## src/rtl/i2c_cfg_pkg.sv

```systemverilog
// Shared definitions for the I2C configuration sequencer and its table ROMs.
package i2c_cfg_pkg;

   // Table entry layout: {op[1:0], reg[7:0], val[7:0]}
   localparam int unsigned ENTRY_W = 18;

   localparam logic [1:0] OP_WRITE = 2'b00;
   localparam logic [1:0] OP_DELAY = 2'b01;
   localparam logic [1:0] OP_END   = 2'b10;

   typedef enum logic [2:0] {
      StIdle     = 3'd0,
      StFetch    = 3'd1,
      StIssue    = 3'd2,
      StWaitDone = 3'd3,
      StDelay    = 3'd4,
      StDone     = 3'd5,
      StError    = 3'd6
   } state_t;

endpackage

```

## src/rtl/i2c_config_sequencer.sv

```systemverilog
// Walks a configuration table and issues each WRITE entry as a 3-byte I2C write,
// with DELAY entries, bounded NACK retry, early END, abort and status reporting.
module i2c_config_sequencer
   import i2c_cfg_pkg::*;
#(
   parameter int unsigned ENTRY_COUNT = 31,
   parameter int unsigned IDX_W       = 8,
   parameter logic [6:0]  DEV_ADDR    = 7'h39,
   parameter int unsigned MAX_RETRIES = 3,
   parameter int unsigned DELAY_W     = 16
) (
   input  logic               clk,
   input  logic               rst_n,
   input  logic               start,
   input  logic               abort,
   input  logic               i2c_busy,
   input  logic               i2c_done,
   input  logic               i2c_nack,
   output logic [6:0]         address,
   output logic [7:0]         data_0,
   output logic [7:0]         data_1,
   output logic               i2c_start,
   output logic               busy,
   output logic               done,
   output logic               error,
   output logic [IDX_W-1:0]   cur_index,
   output logic [IDX_W-1:0]   rom_index,
   input  logic [ENTRY_W-1:0] rom_entry
);

   localparam int unsigned CNT_W = DELAY_W + 8;
   localparam int unsigned RTY_W = (MAX_RETRIES > 0) ? $clog2(MAX_RETRIES + 1) : 1;
   localparam logic [IDX_W-1:0] LAST_IDX = IDX_W'(ENTRY_COUNT - 1);

   state_t             state_q, state_d;
   logic               start_q;
   logic               start_rise;
   logic [7:0]         data0_q, data0_d;
   logic [7:0]         data1_q, data1_d;
   logic [IDX_W-1:0]   idx_q, idx_d;
   logic [RTY_W-1:0]   retry_q, retry_d;
   logic [CNT_W-1:0]   cnt_q, cnt_d;
   logic               i2c_start_q, i2c_start_d;
   logic               done_q, done_d;
   logic               error_q, error_d;
   logic               advance;
   logic               in_run;
   logic [23:0]        delay_raw;
   logic [CNT_W-1:0]   delay_load;

   // Delay entries count in units of 256 clk.
   assign delay_raw  = {rom_entry[15:0], 8'h00};
   assign delay_load = CNT_W'(delay_raw);

   assign start_rise = start & ~start_q;
   assign in_run     = (state_q != StIdle) && (state_q != StDone) && (state_q != StError);

   assign address   = DEV_ADDR;
   assign data_0    = data0_q;
   assign data_1    = data1_q;
   assign i2c_start = i2c_start_q;
   assign busy      = in_run;
   assign done      = done_q;
   assign error     = error_q;
   assign cur_index = idx_q;
   assign rom_index = idx_q;

   // State and datapath registers.
   always_ff @(posedge clk or negedge rst_n) begin
      if (!rst_n) begin
         state_q     <= StIdle;
         start_q     <= 1'b0;
         data0_q     <= 8'h00;
         data1_q     <= 8'h00;
         idx_q       <= '0;
         retry_q     <= '0;
         cnt_q       <= '0;
         i2c_start_q <= 1'b0;
         done_q      <= 1'b0;
         error_q     <= 1'b0;
      end else begin
         state_q     <= state_d;
         start_q     <= start;
         data0_q     <= data0_d;
         data1_q     <= data1_d;
         idx_q       <= idx_d;
         retry_q     <= retry_d;
         cnt_q       <= cnt_d;
         i2c_start_q <= i2c_start_d;
         done_q      <= done_d;
         error_q     <= error_d;
      end
   end

   // Next-state logic: table walk, transfer handshake, retry and abort.
   always_comb begin
      state_d     = state_q;
      data0_d     = data0_q;
      data1_d     = data1_q;
      idx_d       = idx_q;
      retry_d     = retry_q;
      cnt_d       = cnt_q;
      i2c_start_d = 1'b0;
      done_d      = done_q;
      error_d     = error_q;
      advance     = 1'b0;

      case (state_q)
         StIdle, StDone, StError: begin
            if (start_rise) begin
               done_d  = 1'b0;
               error_d = 1'b0;
               idx_d   = '0;
               state_d = StFetch;
            end
         end
         StFetch: begin
            case (rom_entry[17:16])
               OP_WRITE: begin
                  data0_d = rom_entry[15:8];
                  data1_d = rom_entry[7:0];
                  retry_d = '0;
                  state_d = StIssue;
               end
               OP_DELAY: begin
                  cnt_d   = delay_load;
                  state_d = StDelay;
               end
               // END and the reserved opcode both terminate the table.
               default: begin
                  done_d  = 1'b1;
                  state_d = StDone;
               end
            endcase
         end
         StIssue: begin
            if (!i2c_busy) begin
               i2c_start_d = 1'b1;
               state_d     = StWaitDone;
            end
         end
         // i2c_busy is deliberately ignored here so a late busy rise cannot re-trigger.
         StWaitDone: begin
            if (i2c_done) begin
               if (!i2c_nack) begin
                  advance = 1'b1;
               end else if (retry_q < RTY_W'(MAX_RETRIES)) begin
                  retry_d = retry_q + RTY_W'(1);
                  state_d = StIssue;
               end else begin
                  error_d = 1'b1;
                  state_d = StError;
               end
            end
         end
         StDelay: begin
            if (cnt_q == '0) advance = 1'b1;
            else             cnt_d   = cnt_q - CNT_W'(1);
         end
         default: state_d = StIdle;
      endcase

      if (advance) begin
         if (idx_q == LAST_IDX) begin
            done_d  = 1'b1;
            state_d = StDone;
         end else begin
            idx_d   = idx_q + IDX_W'(1);
            state_d = StFetch;
         end
      end

      // Abort wins over everything, including a simultaneous i2c_done.
      if (in_run && abort) begin
         idx_d       = idx_q;
         i2c_start_d = 1'b0;
         error_d     = 1'b1;
         state_d     = StError;
      end
   end

endmodule

```

## config.mk

```make
export PLATFORM = sky130hd
export DESIGN_NAME = i2c_config_sequencer
export DESIGN_NICKNAME = d
export VERILOG_FILES = /design/src/rtl/i2c_cfg_pkg.sv /design/src/rtl/i2c_config_sequencer.sv
export SDC_FILE = /design/constraint.sdc
export NUM_CORES = 1
export LEC_CHECK = 0
export CELL_PAD_IN_SITES_DETAIL_PLACEMENT = 1
export CELL_PAD_IN_SITES_GLOBAL_PLACEMENT = 2
export CORE_AREA = 2 2 109 111
export CTS_CLUSTER_DIAMETER = 50
export CTS_CLUSTER_SIZE = 40
export DETAILED_ROUTE_END_ITERATION = 16
export DIE_AREA = 0 0 111 113
export GPL_ROUTABILITY_DRIVEN = 0
export GPL_TIMING_DRIVEN = 0
export PLACE_DENSITY = 0.8
export SLEW_MARGIN = 5
export SYNTH_ARGS = -nofsm -noshare
export SYNTH_HDL_FRONTEND = slang
export SYNTH_SLANG_ARGS = --single-unit
```

## constraint.sdc

```tcl
create_clock -name clk -period 2.4 [get_ports clk]
set_clock_uncertainty 0.05 [all_clocks]
set_input_delay 0.6 -clock clk [delete_from_list [all_inputs] [get_ports clk]]
set_output_delay 0.6 -clock clk [all_outputs]
set_load 0.1 [all_outputs]
```

Word level (Yosys, flattened, before mapping) --
Index checks and enable logic that the tools add are counted.
Storage, ports and cells: bits of input ports 25, register bits 57, output and inout port bits 43
Cells by class: reductions and logical operators 17, eq/ne operators 25, add/sub/neg operators 3, multiplexer cells 40, order comparisons 1, bitwise operators 2
Operators by type and width (number):
- 24-bit two-way mux | 2
- 24-bit case mux with 2 select lines | 1
- 8-bit two-way mux | 4
- 24-bit zero test | 1
- 3-bit two-way mux | 8
- 24-bit by 1-bit subtractor with 24-bit output, second input constant | 1
- 3-bit != test, second input constant | 7
- 4-bit != test, second input constant | 4
- 1-bit two-way mux | 15
- 3-bit case mux with 5 select lines | 1
- 5-bit AND reduction | 3
- 2-bit != test, second input constant | 6
- 3-bit == test, second input constant | 3
- 8-bit by 1-bit adder with 8-bit output, second input constant | 1
- 8-bit by 5-bit == test with 1-bit output, second input constant | 1
- 2-bit two-way mux | 4
- 3-bit by 2-bit == test with 1-bit output, second input constant | 2
- 1-bit case mux with 2 select lines | 3
- 3-bit case mux with 2 select lines | 1
- 3-bit nonzero test | 2
- 2-bit case mux with 2 select lines | 1
- 2-bit nonzero test | 2
- 3-bit by 1-bit == test with 1-bit output, second input constant | 1
- 1-bit logical AND | 3
- other kinds (11) | 11

Depth between registers and ports, before layout --
Gate-level depths: netlist of the first run.
depth after elaboration 7, depth in mapped cells 9

Least setup slack after synthesis of the first run --
No wires, ideal clock.
path type register to register, from register idx_q[0] (netlist: cur_index[0]), to register idx_q[3] (netlist: cur_index[3]), library setup time 0.133 ns, buffers on the path 0, arrival 2.214 ns, required time 2.217 ns, slack 0.003 ns, cell stages (with the launch flop) 9, period minus slack after synthesis 2.397 ns, cell sequence dfrtp_1 -> inv_1 -> ha_1 -> nor4b_1 -> nand2_1 -> nand2_1 -> nor4b_1 -> xnor2_1 -> nor2_1
Between the ends: cells in the longest elaborated chain, start to end 3, elaborated cells on any way between the ends 4
RTL lines:
- start, declared | RTL line i2c_config_sequencer.sv:40 | logic [IDX_W-1:0] idx_q, idx_d;
- start signal, assigned | RTL line i2c_config_sequencer.sv:86 | idx_q <= idx_d;
- 8-bit by 1-bit adder with 8-bit output / 8-bit by 5-bit == test with 1-bit output (equally long branches) | RTL line i2c_config_sequencer.sv:168, i2c_config_sequencer.sv:164
- 8-bit two-way mux * | RTL line i2c_config_sequencer.sv:164 | if (idx_q == LAST_IDX) begin
- 8-bit two-way mux * | RTL line i2c_config_sequencer.sv:163 | if (advance) begin
Mark *: on every way between the ends. The rest lies on a longest branch, timed or not. A chain may end at the register's enable or synchronous reset.

Worst setup path in the final report of the first run --
from register idx_q[6] (netlist: cur_index[6]), to output port rom_index[6]
RTL lines:
- end, declared | RTL line i2c_config_sequencer.sv:27 | output logic [IDX_W-1:0] rom_index,
No word-level cell between the ends.

==> out/metrics.cfg, run 1 <==
[run_status]
outcome=finished clean

[yosys]
avgSynthCellArea_um2=9.816
synth-seq-cells=57
yosysUniqueCellTypes=70
synth_area_um2=3229
synth_edf_count=0
ys_async_sr_fraction_pct=100.0
netlist_top_cells_area=dfrtp_1 (44%), mux2_2 (5.6%), nor2_1 (4.6%)
synth_area_leader_cell=dfrtp_1
seq_area_frac_synth_pct=44.17
synthCells=329
yosysMostFrequentCell=dfrtp_1
synth_top_area_share_pct=44.17
yosys_warnings=0
synthFlopType=dfrtp_1
synthTopCellsByCount=dfrtp_1 (57), nor2_1 (40), nand2_1 (30)

[clock_network]
cts.path.max_buffers=2
cts_buffers=9
cts_tree=done
htree_levels=3
clock_latency_ps=330
clockRootBuffer=clkbuf_16
cts_sinks=57
clk_pin_slew_ps=60

[power_and_ir_drop]
clkPwrFrac_pct=22.9
vdd_drop_max_v=0.0008292
leakage_nw=1.931
p_switching_mw=3.230
pwr-share-seq_pct=25.5
sw_frac_of_total_pct=48.79
power_density_nw_per_um2=1481
p_comb_share_pct=51.6
internal_power_mw=3.390

[run]
maxCapViolCount=0

[grt]
grt_usage_pct=15.70
met1_usage_pct=19.79
grt_max_degree=58
gr-usage-met2_pct=26.50
gr-usage-met3_pct=3.267
grt_pass1_vias=3105
busiest_layer=met2
grt_first_pass_wirelength_mm=15.67
antenna_found_initial=0
grt_overflow=0

[drt]
drt_wl_total_mm=9.547
wl_per_cell_um=17.02
vias=2882
drtIter0Drc=117
drc=0
ant_nets=0
firstDrtPassIters=4
via_per_inst=5.137

[die]
die-area_um2=12540
start_util_pct=28.65
die_h_um=113
die_x_um=111
rows=39
boundaryPins=68
core-area_um2=11270

[timing]
final-setup-viol-count=0
fin_crit_sh_pct=97.73
min_period_ps=2345
final_max_slew_viol_count=0
max_freq_mhz=426.4
worstMarginPinSlew_ps=980.7
hold_slack_ps=289.1
hold_viol_final=0
slew_headroom_pct=34.88
grt_setup_unrepaired=yes
fin_setup_tns_ps=0

[critical_path]
crit_start=cur_index[6]
reg2regPathDepth=6
r2r_slack_ps=90
cp.required_ps=1750
worstSetupStartpointType=register
critPathKind=reg2out
rr_endpoint=cur_index[5]
arrival_ps=1700
end_kind=output pin
crit_fanout=6
reg2reg_from=cnt_q[10]

[final_layout]
drive_gt1_share_pct=24.16
antenna_cells=0
synthToLayoutAreaGrowth_pct=38.43
final_nets=443

[place]
io_buffers=60
hpwl_mm=6.681

[min_path]
hp-class=in2async

-- layer usage --
metal / part of all wire, % / vias up
met5: 0 / -
met4: 1.9 / 0
met3: 3.1 / 15
met2: 48 / 54
met1: 47 / 1465
li1: - / 1348
-- what timing repair did --
action	CTS	global route
buffers inserted	4	5
gates cloned	0	0
setup endpoints to repair	44	24
resized for setup	50	26
hold buffers	0	0
pin swaps	0	1
-- placed cells by master (no fill, tap or decap), types with 3 or more instances in the layout --
| master | count |
|---|---|
| xnor2_1 | 5 |
| nor4_1 | 5 |
| o21ai_0 | 15 |
| ha_1 | 5 |
| clkdlybuf4s50_1 | 21 |
| dfrtp_1 | 55 |
| clkbuf_2 | 6 |
| clkbuf_16 | 9 |
| nand2b_1 | 4 |
| bufinv_16 | 3 |
| o22ai_1 | 3 |
| mux2_2 | 16 |
| dlygate4sd2_1 | 28 |
| buf_4 | 27 |
| a31oi_1 | 4 |
| nor3_1 | 8 |
| xor2_1 | 4 |
| a311oi_1 | 6 |
| a211oi_1 | 4 |
| nand2_1 | 30 |
| nor4b_1 | 3 |
| or3_1 | 3 |
| nand3_1 | 4 |
| a22oi_1 | 4 |
| inv_1 | 5 |
| nor2_1 | 40 |
| o211ai_1 | 3 |
| a21oi_1 | 13 |
| conb_1 | 7 |
-- state kept, by name (all words and copies together), names as in the netlist --
signal     flops
cnt_q         24
cur_index      8
data_0         8
data_1         8
done           1
error          1
i2c_start      1
retry_q        2
start_q        1
state_q        3
-- stage by stage --
step	worst slack (ps)	std cells	instance area [um2]	utilization (%)	power [mW]
floorplan	3.343	334	3248	-	4.219
global placement	-1328	537	4028	35.73	4.986
detailed placement	-407.4	537	4025	35.71	5.065
CTS	5.219	557	4372	38.78	6.545
global route	-27.21	561	4471	39.66	6.966
finish	54.56	561	4471	39.66	6.620
-- final cells by class --
type	count	area, um2
Sequential cell	57	1429
Timing Repair Buffer	69	633.1
Tap cell	143	178.9
Inverter	6	22.52
Clock inverter	5	102.6
Multi-Input combinational cell	245	1678
Buffer	25	183.9
Fill cell	1301	6802
Clock buffer	11	242.7
-- how the worst max path moves through the flow --
| stage | slack (ps) | to | cells after the start |
|---|---|---|---|
| 2_1_floorplan | 3 | cur_index[3] | 8 |
| 3_3_place_gp | -1330 | cur_index[6] | 1 |
| 3_5_place_dp | -410 | busy | 4 |
| 4_1_cts | 5 | rom_index[6] | 2 |
| 5_1_grt | -30 | cur_index[4] | 8 |
| 6_report | 50 | rom_index[6] | 2 |
-- logic make-up after synthesis --
family | count (synthesis) | synth area share (%)
adder cells (fa/ha/maj) | 5 | 1.937
multiplexers | 17 | 5.889
AND/OR/NAND/NOR | 129 | 21.81
other | 2 | 0.2326
XOR/XNOR | 9 | 2.441
buffers and inverters | 32 | 6.315
flip-flops | 57 | 44.17
AO/OA/AOI/OAI | 78 | 17.20
-- power by group through the flow --
stage	sequential, mW	clock (mW)	combinational [mW]
3_3_place_gp	1.69	0	3.30
5_1_grt	1.75	1.58	3.63
4_1_cts	1.69	1.55	3.31
6_report	1.69	1.52	3.41
2_1_floorplan	2.80	0	1.42
3_5_place_dp	1.70	0	3.36
-- critical path: stages, from the launching register on --
cell             delay (ps)
dfrtp_1                 420
buf_4                   130
clkdlybuf4s15_1         800
(Power assumes the default switching activity.)
==> inputs of run 2 (changes only) <==
- ABC_AREA: unset -> 1
- CORE_AREA: 2 2 109 111 -> 2 2 123 125
- CTS_CLUSTER_SIZE: 40 -> 10
- DIE_AREA: 0 0 111 113 -> 0 0 125 127
- PLACE_DENSITY: 0.8 -> 0.79
==> run 2 against run 1 <==
Synthesized cell count is 64% higher. Synthesized area is 16% higher. Wire length is 22% higher. Cell count is 44% higher. Setup slack better by 4.2 ps. Via count is 29% higher. Final area is 7.8% higher. Clock power is 20% lower. Sequential share of layout area is 2.4 points lower. Global-route usage is 0.43 points lower. Utilization is 6.2 points lower. Die area is 27% higher. Critical path type unchanged. Largest power group unchanged. Highest routed layer unchanged.
==> out/metrics.cfg, run 2 <==
[timing]
final_max_slew_viol_count=0
hold_slack_ps=287.8
hold_viol_final=0
worstMarginPinSlew_ps=979.0
fin_crit_sh_pct=97.55
min_period_ps=2341
max_freq_mhz=427.1
grt_setup_unrepaired=no
fin_setup_tns_ps=0
slew_headroom_pct=34.99
final-setup-viol-count=0

[clock_network]
cts.path.max_buffers=2
htree_levels=3
ctsResizeCount=50
cts_buffers=9
cts_tree=done
clk_pin_slew_ps=60
post_cts_buffers=0
cts_sinks=57
cts_hold_buf=0
clockRootBuffer=clkbuf_16
clock_latency_ps=340

[yosys]
synthFlopType=dfrtp_1
seq_area_frac_synth_pct=38.18
synthTopCellsByCount=nand2_1 (180), dfrtp_1 (57), inv_1 (57)
synth_edf_count=0
ys_async_sr_fraction_pct=100.0
synthCells=541
synth-simple-area-share_pct=36.17
yosysUniqueCellTypes=38
synth-seq-cells=57
netlist_top_cells_area=dfrtp_1 (38%), nand2_1 (18%), nand3_1 (7.5%)
synth_xor_area_share_pct=1.641
synth_top_family_by_area=simple AND/OR/NAND/NOR gates
yosys_warnings=0
synth_area_um2=3736
avgSynthCellArea_um2=6.906
synth_top_area_share_pct=38.18
yosysMostFrequentCell=nand2_1
synth.mux.area_fraction_pct=0
synth-compound-area-share_pct=10.38
synth_fa_ha_area_share_pct=1.674
synth_area_leader_cell=dfrtp_1

[drt]
drt_wl_total_mm=11.63
drc=0
via_per_inst=4.604
ant_nets=0
firstDrtPassIters=4
vias=3711
wl_per_cell_um=14.43
drtIter0Drc=112

[run]
maxCapViolCount=0

[critical_path]
end_kind=output pin
arrival_ps=1690
worstSetupStartpointType=register
slowest_delay_ps=890
cp_top_family=buffers and inverters
crit_fanout=7
crit_buf_inv=1
path_cells=dlygate4sd2_1
reg2reg_from=cnt_q[0]
crit_slowest_cell=dlygate4sd2_1
crit_start=cur_index[2]
cp.required_ps=1750
critPathKind=reg2out

[grt]
antenna_found_initial=0
grt_max_degree=58
grt_usage_pct=15.28
grt_pass1_vias=3860
grt_overflow=0
grt_first_pass_wirelength_mm=19.38

[power_and_ir_drop]
vdd_drop_max_v=0.0006173
leakage_nw=2.403
power_density_nw_per_um2=1570
fin_total_pwr_mw=7.567

[min_path]
hp-class=in2async

[die]
rows=44
die_x_um=125
die-area_um2=15880
die_h_um=127
start_util_pct=25.90
boundaryPins=68
core-area_um2=14420

[final_layout]
final_nets=647
top_register=cnt_q
drive_gt1_share_pct=12.22
largest_reg_flops=24
final_util_pct=33.42
finalNonFillerCells=806
synthToLayoutAreaGrowth_pct=29.04
final_common_cell=nand2_1
final_cell_mix=nand2_1 (180), inv_1 (57), dfrtp_1 (57)
antenna_cells=0

[place]
hpwl_mm=8.765
dp.cells=790
io_buffers=60

[run_status]
outcome=finished clean

## run 2: final timing paths
kind | to | slack, ps | depth (start not counted)
min | state_q[2] | 290 | 1
max reg2reg | cnt_q[20] | 270 | 10
min in group clk | data_1[7] | 420 | 2
max | cur_index[2] | 60 | 1
min reg2reg | data_1[7] | 420 | 2
max in group asynchronous | cur_index[4] | 1510 | 1
## run 2: kinds of logic (layout without fill, tap and decap cells)
| logic type | count (synthesis) | count (layout) |
|---|---|---|
| buffers and inverters | 91 | 167 |
| adders and majority gates | 5 | 5 |
| other | 2 | 7 |
| xor gates and xnor gates | 7 | 7 |
| DFF | 57 | 57 |
| AOI/OAI and AO/OA | 64 | 64 |
| and+or+nand+nor | 315 | 315 |
## run 2: metal layers
layer / vias up / wire length (um) / GRT usage, %
met4: 0 / 114 / 3.529
met5: - / 0 / 0
li1: 1854 / - / -
met3: 9 / 451 / 4.188
met2: 60 / 5579 / 26.37
met1: 1788 / 5488 / 19.10
## run 2: final cells by class
class,instances,area [um2]
buffer,29,206.4
clock buffer,9,225.2
clock inverter,7,56.30
fill,1836,9603
inverter,62,232.7
multi-input combinational,398,1889
sequential,57,1426
tap,184,230.2
timing repair buffer,60,554.3
## run 2: through the flow
| step | area, um2 | setup WS, ps |
|---|---|---|
| 6_report | 4821 | 58.72 |
| 5_1_grt | 4821 | 11.78 |
| 4_1_cts | 4830 | 8.506 |
| 3_5_place_dp | 4583 | -382.3 |
| 3_3_place_gp | 4586 | -1450 |
| 2_1_floorplan | 3755 | 263.0 |
## run 2: report_power, final
part | switching (mW) | total, mW | internal, mW
clock | 0.513 | 1.22 | 0.704
sequential | 0.385 | 1.76 | 1.38
combinational | 3.47 | 4.59 | 1.12
==> inputs of run 3 (changes only) <==
- clock period: 2.4 -> 1.9 ns (I/O delays scaled with it)
==> run 3 against run 2 <==
Critical path depth grew 3. Sequential share of layout area down 1.7 points. Sequential cell count stayed put. Die area is the same. Setup slack got worse by 36 ps. Sequential power increased by 30%. Final area up 7.1%. Critical path type unchanged. Combinational power up 41%. Register-to-register slack lost 170 ps. Total power increased by 38%. Clock-buffer cell count increased by 3.
==> out/metrics.cfg, run 3 (synthesized netlist as in run 2, its figures left out) <==
[place]
dp.cells=790
hpwl_mm=8.776
io_buffers=60

[final_layout]
final_nets=658
final_util_pct=35.81
antenna_cells=0
synthToLayoutAreaGrowth_pct=38.25
top_register=cnt_q
largest_reg_flops=24
final_cell_mix=nand2_1 (174), nand3_1 (54), inv_1 (53)
final_common_cell=nand2_1
drive_gt1_share_pct=24.96
finalNonFillerCells=817

[grt]
grt_pass1_vias=3912
grt_usage_pct=15.82
grt_max_degree=58
grt_overflow=0
grt_first_pass_wirelength_mm=19.91
antenna_found_initial=0

[clock_network]
cts_buffers=9
clock_latency_ps=340
cts.path.max_buffers=2
cts_tree=done
clockRootBuffer=clkbuf_16
htree_levels=3
cts_sinks=57
clk_pin_slew_ps=60

[die]
start_util_pct=25.90
rows=44
die-area_um2=15880
core-area_um2=14420
die_h_um=127
boundaryPins=68
die_x_um=125

[min_path]
hp-class=in2async

[timing]
hold_viol_final=0
final_max_slew_viol_count=0
slew_headroom_pct=46.42
fin_crit_sh_pct=98.82
max_freq_mhz=532.6
min_period_ps=1878
grt_setup_unrepaired=yes
worstMarginPinSlew_ps=803.6
final-setup-viol-count=0
hold_slack_ps=182.3

[critical_path]
worstSetupStartpointType=register
cp_top_family=flip-flops
path_cells=buf_6 -> o21ai_2 -> nand2_4 -> buf_12
end_kind=output pin
crit_fanout=8
slowest_delay_ps=370
arrival_ps=1350
cp.required_ps=1370
critPathKind=reg2out
crit_slowest_cell=dfrtp_1
crit_buf_inv=2

[drt]
drc=0
drtIter0Drc=144
firstDrtPassIters=4
via_per_inst=4.625
wl_per_cell_um=14.94
vias=3779
ant_nets=0
drt_wl_total_mm=12.21

[power_and_ir_drop]
vdd_drop_max_v=0.0009742
fin_total_pwr_mw=10.47
power_density_nw_per_um2=2027
leakage_nw=2.475

[run_status]
outcome=finished clean

[run]
maxCapViolCount=0

==> run 3: cell count changes in the layout (fill, tap and decap cells not counted), moves of 4 or more <==
cell,before,now
nor2_4,0,4
buf_2,6,12
nand2_1,180,174
nor2_2,2,11
inv_1,57,53
nand2_4,1,5
dfrtp_1,57,44
clkdlybuf4s15_2,3,25
dfrtp_2,0,13
buf_4,17,27
dlygate4sd2_1,27,0
nor2_1,51,38
==> run 3: worst register-to-register path: stages (launching register included) <==
cell and delay [ps]:
dfrtp_1 400, inv_2 100, ha_4 140, nand2_2 50, nor2_2 90, nand2_1 80
nor2_2 130, nand2_4 100, nand2_4 130, clkinv_8 100, clkbuf_16 170, o211ai_2 60
o21ai_1 80
==> run 3: routing by layer <==
| metal | up-vias | share of wire (%) | global-route usage, % |
|---|---|---|---|
| met4 | 0 | 2.0 | 6.471 |
| met2 | 56 | 49 | 26.92 |
| li1 | 1882 | - | - |
| met5 | - | 0 | 0 |
| met1 | 1823 | 46 | 19.99 |
| met3 | 18 | 3.0 | 2.722 |
==> run 3: layout make-up <==
cell class	count	area [um2]
inverter	62	245.2
multi-input combinational	398	2003
sequential	57	1443
tap	184	230.2
buffer	29	234.0
fill	1833	9259
timing repair buffer	71	701.9
clock inverter	4	51.30
clock buffer	12	256.5
==> run 3: worst paths after layout <==
check | start | endpoint | cells past startpoint | slack [ps]
max in group asynchronous | rst_n | cur_index[4] | 1 | 1040
worst min-delay path | rst_n | retry_q[0] | 1 | 180
worst max-delay path | state_q[0] | busy | 4 | 20
min in group clk | data_1[1] | data_1[1] | 2 | 420
worst max register to register | cnt_q[0] | cnt_q[14] | 12 | 100
worst min register to register | data_1[1] | data_1[1] | 2 | 420
==> run 3: repair_timing <==
item | 4_1_cts | 5_1_grt
setup endpoints to repair | 78 | 38
resized for setup | 143 | 46
hold buffers | 0 | 0
pin swaps | 1 | 7
cloned | 0 | 1
buffers inserted | 3 | 7
==> run 3: where the power goes <==
group	total (mW)	internal, mW	switching (mW)
Combinational	6.48	1.84	4.64
Clock	1.70	1.09	0.612
Sequential	2.29	1.76	0.535
==> run 3: per-stage QoR <==
step	TNS, ps	cell area [um2]	worst slack (ps)
floorplan	0	3770	29.17
global placement	-125350	4601	-2066
detailed placement	-22010	4598	-756.5
CTS	-145.3	4970	-114.4
global route	-358.6	5165	-73.81
finish	0	5165	22.44
